`src/rtl/lc3b_types.sv`:
```
// Shared LC-3b types: machine word and the fetch-stage state encoding.
package lc3b_types;

  typedef logic [15:0] lc3b_word;

  typedef enum logic [1:0] {
    FETCH = 2'd0,
    HOLD  = 2'd1,
    FLUSH = 2'd2
  } fetch_state_t;

  function automatic lc3b_word pc_inc(input lc3b_word pc);
    return pc + 16'd2;
  endfunction

endpackage

```
`src/rtl/instr_fetch.sv`:
```
// LC-3b instruction fetch stage: one outstanding memory read, a one-entry
// instruction holding register, and redirect handling that never drops a read in flight.
module instr_fetch
  import lc3b_types::*;
#(
  parameter lc3b_word RESET_PC = 16'h0000
) (
  input  logic     clk,
  input  logic     reset,
  input  logic     mem_resp,
  input  lc3b_word mem_rdata,
  output logic     mem_read,
  output lc3b_word mem_address,
  input  logic     load_ifid,
  output lc3b_word instr,
  output lc3b_word pc_out,
  output logic     instr_valid,
  input  logic     redirect,
  input  lc3b_word redirect_pc
);

  fetch_state_t state_q, state_d;
  lc3b_word     pc_q, pc_d;
  lc3b_word     pending_pc_q, pending_pc_d;
  lc3b_word     instr_q, instr_d;
  lc3b_word     pc_out_q, pc_out_d;
  logic         instr_valid_q, instr_valid_d;

  always_comb begin
    state_d       = state_q;
    pc_d          = pc_q;
    pending_pc_d  = pending_pc_q;
    instr_d       = instr_q;
    pc_out_d      = pc_out_q;
    instr_valid_d = instr_valid_q;
    unique case (state_q)
      FETCH: begin
        if (mem_resp && redirect) begin
          pc_d = redirect_pc;
        end else if (mem_resp) begin
          instr_d       = mem_rdata;
          pc_out_d      = pc_inc(pc_q);
          instr_valid_d = 1'b1;
          pc_d          = pc_inc(pc_q);
          state_d       = HOLD;
        end else if (redirect) begin
          // Read is still in flight; wait for it to drain before retargeting.
          pending_pc_d = redirect_pc;
          state_d      = FLUSH;
        end
      end
      HOLD: begin
        if (redirect) begin
          instr_valid_d = 1'b0;
          pc_d          = redirect_pc;
          state_d       = FETCH;
        end else if (load_ifid) begin
          instr_valid_d = 1'b0;
          state_d       = FETCH;
        end
      end
      FLUSH: begin
        if (redirect) pending_pc_d = redirect_pc;
        if (mem_resp) begin
          pc_d    = redirect ? redirect_pc : pending_pc_q;
          state_d = FETCH;
        end
      end
      default: state_d = FETCH;
    endcase
  end

  always_ff @(posedge clk or posedge reset) begin
    if (reset) begin
      state_q       <= FETCH;
      pc_q          <= RESET_PC;
      pending_pc_q  <= '0;
      instr_q       <= '0;
      pc_out_q      <= '0;
      instr_valid_q <= 1'b0;
    end else begin
      state_q       <= state_d;
      pc_q          <= pc_d;
      pending_pc_q  <= pending_pc_d;
      instr_q       <= instr_d;
      pc_out_q      <= pc_out_d;
      instr_valid_q <= instr_valid_d;
    end
  end

  // FLUSH keeps requesting the same address so the outstanding read completes.
  assign mem_read    = (state_q != HOLD);
  assign mem_address = pc_q;
  assign instr       = instr_q;
  assign pc_out      = pc_out_q;
  assign instr_valid = instr_valid_q;

endmodule

```
`config.mk`:
```
export PLATFORM = sky130hd
export DESIGN_NAME = instr_fetch
export DESIGN_NICKNAME = d
export VERILOG_FILES = /design/src/rtl/lc3b_types.sv /design/src/rtl/instr_fetch.sv
export SDC_FILE = /design/constraint.sdc
export NUM_CORES = 1
export LEC_CHECK = 0
export CORE_MARGIN = 4
export CORE_UTILIZATION = 40
export CTS_BUF_LIST = sky130_fd_sc_hd__clkbuf_16
export DETAILED_ROUTE_END_ITERATION = 10
export GPL_TIMING_DRIVEN = 0
export PLACE_DENSITY = 0.67
export SKIP_LAST_GASP = 1
export SYNTH_ARGS = -nofsm -noshare
export SYNTH_HDL_FRONTEND = slang
export SYNTH_SLANG_ARGS = --single-unit
```
`constraint.sdc`:
```
create_clock -name clk -period 4.18 [get_ports clk]
set_clock_uncertainty 0.2 [all_clocks]
set_input_delay 0.627 -clock clk [delete_from_list [all_inputs] [get_ports clk]]
set_output_delay 0.627 -clock clk [all_outputs]
set_load 0.05 [all_outputs]
```
== Yosys cells after proc, flatten, opt, wreduce, memory -nomap -nowiden ==
Cells that the tools add are included.

* Output and inout bits: 50
* Register bits: 67
* Word-level logic and storage cells: 50
* Input port bits: 37

* Multiplexer cells: 21
* Reduce and logical (&&, ||, !) cells: 10
* Add/sub/neg operators: 1
* Bitwise logic cells: 1
* Equal/unequal tests: 11

{| class="wikitable"
|+ Operator list
! operator !! count
|-
| $mux W16 || 7
|-
| $pmux W16 S3 || 1
|-
| $pmux W16 S2 || 1
|-
| $add A16 B2 Y16 const B || 1
|-
| $mux W2 || 6
|-
| $reduce_and A4 Y1 || 3
|-
| $ne A2 B2 Y1 const B || 5
|-
| $ne A3 B3 Y1 const B || 3
|-
| $pmux W2 S3 || 1
|-
| $reduce_and A3 Y1 || 2
|-
| $mux W1 || 4
|-
| $reduce_bool A2 Y1 || 2
|-
| $reduce_bool A3 Y1 || 1
|-
| $eq A2 B1 Y1 const B || 1
|-
| $eq A2 B2 Y1 const B || 1
|-
| $logic_not A2 Y1 || 1
|-
| $ne A2 B1 Y1 const B || 1
|-
| $pmux W1 S2 || 1
|-
| $logic_and A1 B1 Y1 || 1
|-
| $not A1 Y1 || 1
|}

== Longest topological paths before layout ==
* Word-level depth: 4
* Depth in mapped cells: 9
* Depth with buffers taken out: 7

== Worst setup path after synthesis ==
No wires, ideal clock.

* Kind: register -> register
* Start: register state_q[0]
* End: register pc_q[1] (netlist: mem_address[1])
* Arrival: 1.857 ns
* Cell stages (with the launch flop): 10
* Required time: 3.858 ns
* Library setup time: 0.122 ns
* Slack: 2.000 ns
* Cell sequence: dfrtp_1 > inv_1 > ha_1 > buf_6 > o21ba_4 > or3_1 > buf_6 > buf_8 > a211oi_2 > nor2_1

* Longest elaborated chain between the ends: 3

{| class="wikitable"
|+ Ends and longest elaborated chain
! element !! RTL line !! text
|-
| start, declared || instr_fetch.sv:22 || <nowiki>fetch_state_t state_q, state_d;</nowiki>
|-
| start signal, assigned || instr_fetch.sv:82 || <nowiki>state_q <= state_d;</nowiki>
|-
| $eq A2 B1 Y1, or another cell as far along || instr_fetch.sv:36 || <nowiki>unique case (state_q)</nowiki>
|-
| $ne A2 B2 Y1 (no source line), or another cell as far along || n/a ||
|-
| $reduce_and A4 Y1 (no source line) || n/a ||
|-
| end signal, assigned || instr_fetch.sv:83 || <nowiki>pc_q <= pc_d;</nowiki>
|-
| end, declared || instr_fetch.sv:23 || <nowiki>lc3b_word pc_q, pc_d;</nowiki>
|}

Parallel ways exist; a longest one is shown, timed or not.
A chain may end at the register's enable or synchronous reset.

== Worst setup path after layout ==
* Start: register state_q[1]
* End: output port mem_read

* Longest elaborated chain between the ends: 1

{| class="wikitable"
|+ Ends and longest elaborated chain
! element !! RTL line !! text
|-
| $ne A2 B1 Y1 || instr_fetch.sv:92 || <nowiki>assign mem_read = (state_q != HOLD);</nowiki>
|-
| end, declared || instr_fetch.sv:12 || <nowiki>output logic mem_read,</nowiki>
|}

No other way between the ends.

==> impl_metrics.csv <==
group,metric,value,unit
status,status,"complete, no violations",
critical_path,worstPathArrival,2.08,ns
flow_run,maxCapViolCount,0,
sta,rsz0062_at_grt,"false",
logic_synthesis,synth.distinct_cells,45,
layout,nets,485,
grt,overflow,0,
logic_synthesis,postSynthAreaPerCell,10.2,µm²
routing,final_antenna_net_count,0,
critical_path,timing.rr.end,"mem_address[11]",
routing,num_vias,2926,
placed_design,postPlaceCellArea,4510,µm²
power,power.share.sequential,0.265,
critical_path,cp-startpoint,"state_q[1]",
cts,hold_buffers,0,
floorplanning,start_util,0.421,
sta,tightest_slew,0.840,ns
routing,wirelength,8.77,mm
placed_design,hpwl,6.48,mm
grt,grt_pass1_wl,14.4,mm
critical_path,cp_slowest_cell,"clkdlybuf4s50_1",
power,switching_share,0.462,
critical_path,r2r-start,"state_q[0]",
floorplanning,fp.dieW,102,µm
routing,drc,0,
logic_synthesis,syn_nets,389,
routing,wl_per_cell,15.9,µm
layout,finalInstanceArea,4830,µm²
floorplanning,die_area,10400,µm²
floorplanning,coreArea,8380,µm²
power,p_int,2.46,mW
routing,first_pass_iters,4,
routing,m1WireLength,4.05,mm
critical_path,endpoint,"mem_read",
cts,post_cts_resized,0,
cts,numCtsBuffers,9,
critical_path,cp.required,3.35,ns
placed_design,place.port_buffers,85,
cts,clock_sink_count,67,
critical_path,path_cells,"inv_1, ha_1, inv_1, clkdlybuf4s50_1",
sta,fin_crit_sh,0.696,
logic_synthesis,yosys_most_used_dff,"dfrtp_1",
power,p_leak,2.03,nW
layout,syn2layout_area_growth,36.9,%
sta,finalSetupTns,0,ns
sta,maxSlewViolCount,0,
placed_design,pre_cts_slack,1.41,ns
power,clkPwrFrac,0.176,
critical_path,cp.depth,4,
routing,routed_via_density,5.29,
critical_path,worstSetupPathType,"reg2out",
power,peakVddDrop,0.000417,V
sta,layout_setup_ws,1.27,ns
grt,grt_max_degree,68,
placed_design,place.gp.congestion,0.864,
hold_path,hold_class,"reg2reg",
logic_synthesis,yosysSeqAreaShare,0.476,
routing,met2_length,4.09,mm
cts,htreeDepth,3,
logic_synthesis,synth_edf_count,0,
sta,period_needed,2.91,ns
power,powerDensity,947,nW/µm²
floorplanning,die_h,102,µm
routing,drt_first_iter_violations,133,
cts,clk_latency,0.33,ns
sta,relSlewSlack,0.440,
critical_path,r2r_slack,1.70,ns
critical_path,startpoint_type,"flip-flop",
critical_path,crit_buf_inv,3,
logic_synthesis,async_flop_share,1.00,
cts,clkTransAtPathRegs,0.06,ns
cts,cts_tree,"built",
cts,root_buffer,"clkbuf_16",
logic_synthesis,yosys_register_bits,67,
critical_path,endpoint_kind,"primary output",
layout,antenna_cells,0,
sta,setup_viol,0,
routing,highest_layer,"met4",
grt,grt_pass1_vias,2824,
logic_synthesis,synth_cells,347,
critical_path,crit_family,"buffers and inverters",
power,p_comb_frac,0.558,
floorplanning,io_pins,87,
critical_path,cp_max_fo,6,
power,power_switching,2.11,mW
routing,wl_met3,498,µm
layout,drive_above_1_share,0.154,
grt,antenna_found_initial,0,
floorplanning,row_count,33,
grt,track_usage,0.177,
critical_path,slowest_delay,0.83,ns
logic_synthesis,yosys_warnings,0,
critical_path,reg2reg_depth,6,
layout,nFillCells,738,
cts,clock_path_buffers,2,
logic_synthesis,syn_area,3520,µm²
critical_path,cpMostUsedCell,"inv_1",
sta,finalHoldViolations,0,
sta,clock.fmax,0.344,GHz
cts,post_cts_buffers,0,
cell type report:
cell class | instances | area, µm² | share of cell area
well taps | 105 | 131 | 0.0272
clock inverters | 7 | 91.3 | 0.0189
flip-flops and latches | 67 | 1680 | 0.347
inverters | 9 | 36.3 | 0.00752
clock buffers | 9 | 225 | 0.0467
plain buffers | 21 | 116 | 0.0241
repair buffers | 85 | 851 | 0.176
multi-input cells | 250 | 1700 | 0.352
state kept, by name (all words and copies together), names as in the netlist:
register / cells
instr_valid: 1
mem_address: 16
instr: 16
state_q: 2
pc_out: 16
pending_pc_q: 16
worst register-to-register path, stage by stage (launching register included):
cell and delay (ns):
dfrtp_1 0.45, inv_1 0.09, ha_1 0.30, o21ba_4 0.26, nor3_2 0.60, o21ai_0 0.24, a22o_1 0.24
per-layer routing:
metal,vias to the layer above,GRT usage
met1,1399,0.240
li1,1443,-
met3,11,0.0321
met4,0,0.0646
met5,-,0
met2,73,0.285
kinds of logic after synthesis:
kind of cell / Yosys count / synth area share
AO/OA/AOI/OAI: 86 / 0.158
XOR/XNOR: 13 / 0.0323
adder cells (fa/ha/maj): 5 / 0.0177
buffers and inverters: 30 / 0.0426
flip-flops: 67 / 0.476
multiplexers: 46 / 0.143
AND/OR/NAND/NOR: 100 / 0.131
placed cells by master (no fill, tap or decap), types with 5 or more instances in the layout:
cell	n
inv_1	8
clkdlybuf4s50_1	85
buf_2	9
a21oi_1	21
nand2_1	40
xor2_1	10
dfrtp_1	67
mux2i_1	12
clkbuf_1	9
nand4_1	5
ha_1	5
nand3_1	10
nor2_1	24
mux2_2	34
o21ai_0	32
clkbuf_16	9
worst min-delay path by stage:
stage / startpoint / endpoint / slack (ns) / cells past startpoint
4_1_cts: pc_out[5] / pc_out[5] / 0.29 / 2
3_3_place_gp: pc_out[1] / pc_out[1] / 0.26 / 2
6_report: pc_out[5] / pc_out[5] / 0.28 / 2
3_5_place_dp: pc_out[5] / pc_out[5] / 0.27 / 2
5_1_grt: pc_out[3] / pc_out[3] / 0.31 / 2
2_1_floorplan: pending_pc_q[0] / pending_pc_q[0] / 0.28 / 1
power groups by stage:
| stage | Clock (mW) | Combinational, mW | Sequential [mW] |
|---|---|---|---|
| floorplan | 0 | 1.02 | 1.96 |
| global placement | 0 | 2.52 | 1.20 |
| detailed placement | 0 | 2.56 | 1.22 |
| CTS | 0.820 | 2.57 | 1.21 |
| global route | 0.852 | 2.73 | 1.26 |
| finish | 0.806 | 2.55 | 1.21 |
metrics by stage:
| stage | cells | total power, mW | hold WS (ns) | utilization |
|---|---|---|---|---|
| 2_1_floorplan | 347 | 2.98 | 0.279 | - |
| 3_5_place_dp | 537 | 3.78 | 0.274 | 0.538 |
| 5_1_grt | 553 | 4.84 | 0.315 | 0.576 |
| 4_1_cts | 553 | 4.61 | 0.286 | 0.576 |
| 6_report | 553 | 4.57 | 0.277 | 0.576 |
| 3_3_place_gp | 537 | 3.72 | 0.260 | 0.538 |
cell usage after synthesis, drive strengths merged (2+ instances only):
master | n | area share
and4 | 2 | 0.0057
mux2i | 12 | 0.034
buf | 12 | 0.023
nor3 | 3 | 0.0057
and3 | 4 | 0.0071
xnor2 | 3 | 0.0075
nor2b | 2 | 0.0035
a32oi | 2 | 0.0050
nand3 | 10 | 0.014
a211oi | 5 | 0.012
mux2 | 34 | 0.11
a21oi | 23 | 0.035
xor2 | 10 | 0.025
ha | 5 | 0.018
nand2b | 4 | 0.0071
nand2 | 40 | 0.043
clkbuf | 9 | 0.0096
dfrtp | 67 | 0.48
a2bb2oi | 4 | 0.0099
nand4 | 5 | 0.0089
nor2 | 24 | 0.026
o21ai | 33 | 0.047
o311ai | 3 | 0.0075
and2 | 3 | 0.0053
a221o | 4 | 0.011
inv | 9 | 0.0096
a22o | 3 | 0.0075
a21o | 2 | 0.0043
(Power assumes the default switching activity.)
